### src/rtl/pp_reg_chain.sv
// ============================================================================
// pp_reg_chain : valid-qualified pipeline register chain with stall/flush
//                handling and a saturating hazard-cycle counter.
// Revision 1.0
// ============================================================================
`default_nettype none

module pp_reg_chain #(
  parameter int WIDTH       = 8,
  parameter int DEPTH       = 3,
  parameter int STALL_POS   = 0,
  parameter bit ZERO_BUBBLE = 1'b1,
  parameter int CNT_W       = 16
) (
  input  logic                       clock,
  input  logic                       reset,
  input  logic [WIDTH-1:0]           in_data,
  input  logic                       in_valid,
  input  logic                       stall,
  input  logic [DEPTH-1:0]           flush,
  input  logic                       cnt_clr,
  output logic [WIDTH-1:0]           out_data,
  output logic                       out_valid,
  output logic [$clog2(DEPTH+1)-1:0] occupancy,
  output logic [CNT_W-1:0]           hazard_cnt
);

  localparam int OCC_W = $clog2(DEPTH+1);

  logic [DEPTH-1:0] valid_q, valid_d;
  logic [WIDTH-1:0] data_q [DEPTH];
  logic [WIDTH-1:0] data_d [DEPTH];
  logic [CNT_W-1:0] cnt_q, cnt_d;

  logic [DEPTH-1:0] w_src_valid;
  logic [WIDTH-1:0] w_src_data [DEPTH];
  logic             w_hazard;
  logic [OCC_W-1:0] w_occ;

  // Source of each stage when it advances: the input port for stage 0,
  // otherwise the preceding stage.
  assign w_src_valid = {valid_q[DEPTH-2:0], in_valid};

  generate
    for (genvar g = 0; g < DEPTH; g++) begin : g_src
      if (g == 0) begin : g_head
        assign w_src_data[g] = in_data;
      end else begin : g_link
        assign w_src_data[g] = data_q[g-1];
      end
    end
  endgenerate

  always_comb begin
    for (int i = 0; i < DEPTH; i++) begin
      valid_d[i] = w_src_valid[i];
      data_d[i]  = w_src_data[i];
      if (flush[i] || (stall && (i == STALL_POS + 1))) begin
        valid_d[i] = 1'b0;
        data_d[i]  = ZERO_BUBBLE ? '0 : data_q[i];
      end else if (stall && (i <= STALL_POS)) begin
        valid_d[i] = valid_q[i];
        data_d[i]  = data_q[i];
      end
    end
  end

  assign w_hazard = stall | (|flush);

  // Clear takes precedence over the increment; saturate at all-ones.
  always_comb begin
    cnt_d = cnt_q;
    if (cnt_clr) begin
      cnt_d = '0;
    end else if (w_hazard && (cnt_q != {CNT_W{1'b1}})) begin
      cnt_d = cnt_q + 1'b1;
    end
  end

  always_ff @(posedge clock) begin
    if (!reset) begin
      valid_q <= '0;
      cnt_q   <= '0;
      for (int i = 0; i < DEPTH; i++) begin
        data_q[i] <= '0;
      end
    end else begin
      valid_q <= valid_d;
      cnt_q   <= cnt_d;
      for (int i = 0; i < DEPTH; i++) begin
        data_q[i] <= data_d[i];
      end
    end
  end

  always_comb begin
    w_occ = '0;
    for (int i = 0; i < DEPTH; i++) begin
      w_occ = w_occ + OCC_W'(valid_q[i]);
    end
  end

  assign out_data   = data_q[DEPTH-1];
  assign out_valid  = valid_q[DEPTH-1];
  assign occupancy  = w_occ;
  assign hazard_cnt = cnt_q;

endmodule

`default_nettype wire

### config.mk
export PLATFORM = sky130hd
export DESIGN_NAME = pp_reg_chain
export DESIGN_NICKNAME = d
export VERILOG_FILES = /design/src/rtl/pp_reg_chain.sv
export SDC_FILE = /design/constraint.sdc
export NUM_CORES = 1
export LEC_CHECK = 0
export ABC_AREA = 1
export ABC_CLOCK_PERIOD_IN_PS = 2800
export CORE_UTILIZATION = 53
export CTS_CLUSTER_DIAMETER = 40
export DETAILED_ROUTE_END_ITERATION = 6
export PLACE_DENSITY = 0.92
export SLEW_MARGIN = 10
export SYNTH_ARGS = -nofsm -noshare
export SYNTH_HDL_FRONTEND = slang
export SYNTH_SLANG_ARGS = --single-unit
### constraint.sdc
create_clock -name clock -period 2.8 [get_ports clock]
set_input_delay 0.7 -clock clock [delete_from_list [all_inputs] [get_ports clock]]
set_output_delay 0.7 -clock clock [all_outputs]
set_load 0.05 [all_outputs]
==> impl_metrics.py, run 1 <==
metrics = {
    "outcome": {
        "run_status": "finished, final reports clean",
    },
    "die": {
        "initial_utilization_pct": 55.72,
        "die_x_um": 61.23,
        "core_area_um2": 3337,
        "io_pins": 43,
        "die-height_um": 61.23,
        "dieArea_um2": 3749,
        "std_cell_rows": 21,
    },
    "yosys": {
        "synth_top_family_by_area": "simple AND/OR/NAND/NOR gates",
        "synthesis.area_per_instance_um2": 7.467,
        "ys_top_cells_by_area": "sky130_fd_sc_hd__dfxtp_1 46%, sky130_fd_sc_hd__nor2_1 13%, sky130_fd_sc_hd__nand2_1 7.5%",
        "mappedNetlistArea_um2": 1859,
        "syn_nets": 267,
        "synth_commonest_cells": "64 x sky130_fd_sc_hd__nor2_1, 43 x sky130_fd_sc_hd__dfxtp_1, 37 x sky130_fd_sc_hd__nand2_1, 35 x sky130_fd_sc_hd__inv_1, 14 x sky130_fd_sc_hd__nand3_1",
        "seq_area_frac_synth_pct": 46.30,
        "synth_compound_gate_area_share_pct": 7.873,
        "synth_mux_area_share_pct": 0,
        "synth_xor_xnor_area_share_pct": 0,
        "fraction_of_the_mapped_netlist_area_in_simple_logic_gates_pct": 31.16,
        "ys_ff_latch": 43,
        "synth_most_common_cell": "sky130_fd_sc_hd__nor2_1",
        "ys_types": 24,
        "synthesis.yosys.warnings": 0,
        "post_synth_fa_ha_maj_area_fraction_pct": 1.750,
        "postSynth.asyncResetShare_pct": 0,
        "synth.top_cell.area_share_pct": 46.30,
        "synth_top_area_cell": "sky130_fd_sc_hd__dfxtp_1",
        "syn-instance-count": 249,
        "synth-edff-count": 0,
        "yosys_most_used_dff": "sky130_fd_sc_hd__dfxtp_1",
    },
    "power_and_ir_drop": {
        "vdd_ir_drop_max_mv": 0.3968,
        "power.density_cell_area_nw_per_um2": 500.0,
        "leak_pwr_nw": 0.8781,
        "fin_total_pwr_mw": 1.172,
    },
    "timing": {
        "final-setup-viol-count": 0,
        "timing.final.crit_share_pct": 97.98,
        "report.final.slew_viol_count": 0,
        "rsz0062_at_grt": "false",
        "hold_viol_final": 0,
        "maxClockFrequency_mhz": 364.5,
        "fin_skew_ps": 4.742,
        "worstMarginPinSlew_ps": 509.2,
        "post-route-min-period_ps": 2743,
        "timing.final.ws_setup_ps": 56.69,
        "tns_ps": 0,
        "max_slew_margin_pct": 65.95,
    },
    "clock_tree": {
        "clock_pin_slew_on_the_worst_setup_and_hold_paths_ps": 120,
        "cts_post_setup_buffers_inserted": 0,
        "cts_buffer_count": 5,
        "cts_root_buf": "sky130_fd_sc_hd__clkbuf_4",
        "tritoncts": "built",
        "cts.sink_count": 43,
        "cts-htree-levels": 2,
        "postCtsResizedCells": 0,
        "cts_max_path_buffers": 2,
        "clock_latency_ps": 350,
        "cts-hold-fix-buffers": 0,
    },
    "final_layout": {
        "antenna_cells_inserted": 0,
        "finalCoreUtilization_pct": 70.27,
        "area_delta_synth_final_pct": 26.11,
        "layout_nets": 303,
        "final_layout_size_suffix_gt1_share_pct": 7.692,
        "fillers": 278,
    },
    "critical_path": {
        "cp_max_fo": 2,
        "crit_arrival_ps": 2040,
        "timing_worst_setup_path_type": "register to primary output",
        "nature_of_the_critical_path_endpoint": "primary output",
        "worstSetupStartpointType": "register",
        "critPathRequiredTime_ps": 2100,
    },
    "global_routing": {
        "globalRouteTotalUtil_pct": 21.34,
        "antenna_found_initial": 0,
        "maximum_number_of_pins_on_one_net_before_global_route_repair": 23,
        "first_pass_grt_wire_length_um": 5851,
        "grt_pass1_vias": 1342,
        "grt-ovfl-total": 0,
    },
    "routing": {
        "vias_per_cell": 4.768,
        "detail_route.iter0.violations": 73,
        "drt-pass1-iter-count": 4,
        "detail_route.wl_per_cell_um": 10.56,
        "routed-via-count": 1583,
        "postRouteWirelength_um": 3505,
        "ant_nets": 0,
        "route.detailed.drc": 0,
    },
    "placement": {
        "io_buffers": 42,
        "place_hpwl_um": 2542,
        "gpl.final_weighted_congestion": 0.8290,
        "pre_cts_worst_setup_slack_ps": 453.7,
    },
    "job": {
        "drv.max_cap_violation_count": 0,
    },
    "min_path": {
        "min-delay-path-class": "register to register",
    },
}
-- final timing paths --
check | startpoint | end | slack (ps) | cells after the start
max | valid_q[2] | occupancy[0] | 60 | 2
max reg2reg | hazard_cnt[0] | hazard_cnt[5] | 1210 | 6
min reg2reg | data_q[0][13] | data_q[0][21] | 410 | 2
min | data_q[0][13] | data_q[0][21] | 410 | 2
-- placed cells by master (no fill, tap or decap), types with 3 or more instances in the layout --
cell / Yosys / routed
sky130_fd_sc_hd__clkbuf_4: 1 / 5
sky130_fd_sc_hd__clkdlybuf4s50_1: 0 / 42
sky130_fd_sc_hd__dfxtp_1: 43 / 43
sky130_fd_sc_hd__nor2_4: 3 / 3
sky130_fd_sc_hd__nand2_2: 3 / 3
sky130_fd_sc_hd__a211oi_1: 9 / 9
sky130_fd_sc_hd__nand2_1: 37 / 37
sky130_fd_sc_hd__nor2_1: 64 / 64
sky130_fd_sc_hd__a21oi_1: 11 / 11
sky130_fd_sc_hd__inv_1: 35 / 35
sky130_fd_sc_hd__nand3_1: 14 / 14
-- sequential cells by signal, indices dropped and copies added, names as in the netlist --
name,flops
hazard_cnt,16
data_q,24
valid_q,3
-- kinds of logic (layout without fill, tap and decap cells) --
| group | count (synthesis) | in the layout |
|---|---|---|
| buffers and inverters | 50 | 87 |
| and+or+nand+nor | 130 | 130 |
| DFF | 43 | 43 |
| AOI/OAI and AO/OA | 24 | 24 |
| adders and majority gates | 2 | 2 |
-- where the power goes --
part	switching, mW	leakage (nW)	internal, mW
Combinational	0.0418	0.478	0.0363
Sequential	0.00391	0.348	0.620
Clock	0.192	0.0525	0.279
Total	0.237	0.878	0.935
-- stage by stage --
stage | instance area [µm²] | cells | hold WS (ps)
2_1_floorplan | 1859 | 249 | 393.6
3_3_place_gp | 2243 | 324 | 395.0
3_5_place_dp | 2243 | 324 | 399.1
4_1_cts | 2345 | 332 | 418.0
5_1_grt | 2345 | 332 | 425.6
6_report | 2345 | 332 | 414.0
-- metal layers --
| layer | vias to the layer above | GRT usage (%) | wire, µm |
|---|---|---|---|
| met5 | - | 0 | 0 |
| met4 | 0 | 9.740 | 41 |
| met1 | 702 | 26.27 | 1494 |
| met3 | 6 | 5.042 | 181 |
| li1 | 835 | - | - |
| met2 | 40 | 35.40 | 1788 |
-- worst max-delay path, cell delays in order, from the launching register on --
cell,delay (ps)
sky130_fd_sc_hd__dfxtp_1,350
sky130_fd_sc_hd__fa_1,550
sky130_fd_sc_hd__clkdlybuf4s50_1,800
-- cell type report --
| type | instances | area, µm² | area share [%] |
|---|---|---|---|
| Clock buffer | 6 | 41.29 | 1.761 |
| Tap cell | 46 | 57.56 | 2.455 |
| Multi-Input combinational cell | 156 | 758.2 | 32.34 |
| Clock inverter | 2 | 60.06 | 2.561 |
| Sequential cell | 43 | 860.8 | 36.71 |
| Inverter | 35 | 131.4 | 5.603 |
| Timing Repair Buffer | 44 | 435.4 | 18.57 |
Note: power is estimated with default switching activity, not from simulation.
==> inputs of run 2 (changes only) <==
--- a/config.mk
+++ b/config.mk
@@ -11,6 +11,7 @@
 export CTS_CLUSTER_DIAMETER = 40
 export DETAILED_ROUTE_END_ITERATION = 6
 export PLACE_DENSITY = 0.92
+export SKIP_CTS_REPAIR_TIMING = 1
 export SLEW_MARGIN = 10
 export SYNTH_ARGS = -nofsm -noshare
 export SYNTH_HDL_FRONTEND = slang
==> results of run 2 <==
Same layout as run 1: the final DEF is identical, and so are final timing and power.
==> inputs of run 3 (changes only) <==
--- a/config.mk
+++ b/config.mk
@@ -7,6 +7,7 @@
 export LEC_CHECK = 0
 export ABC_AREA = 1
 export ABC_CLOCK_PERIOD_IN_PS = 2800
+export CAP_MARGIN = 20
 export CORE_UTILIZATION = 53
 export CTS_CLUSTER_DIAMETER = 40
 export DETAILED_ROUTE_END_ITERATION = 6
==> results of run 3 <==
Same layout as run 1: the final DEF is identical, and so are final timing and power.
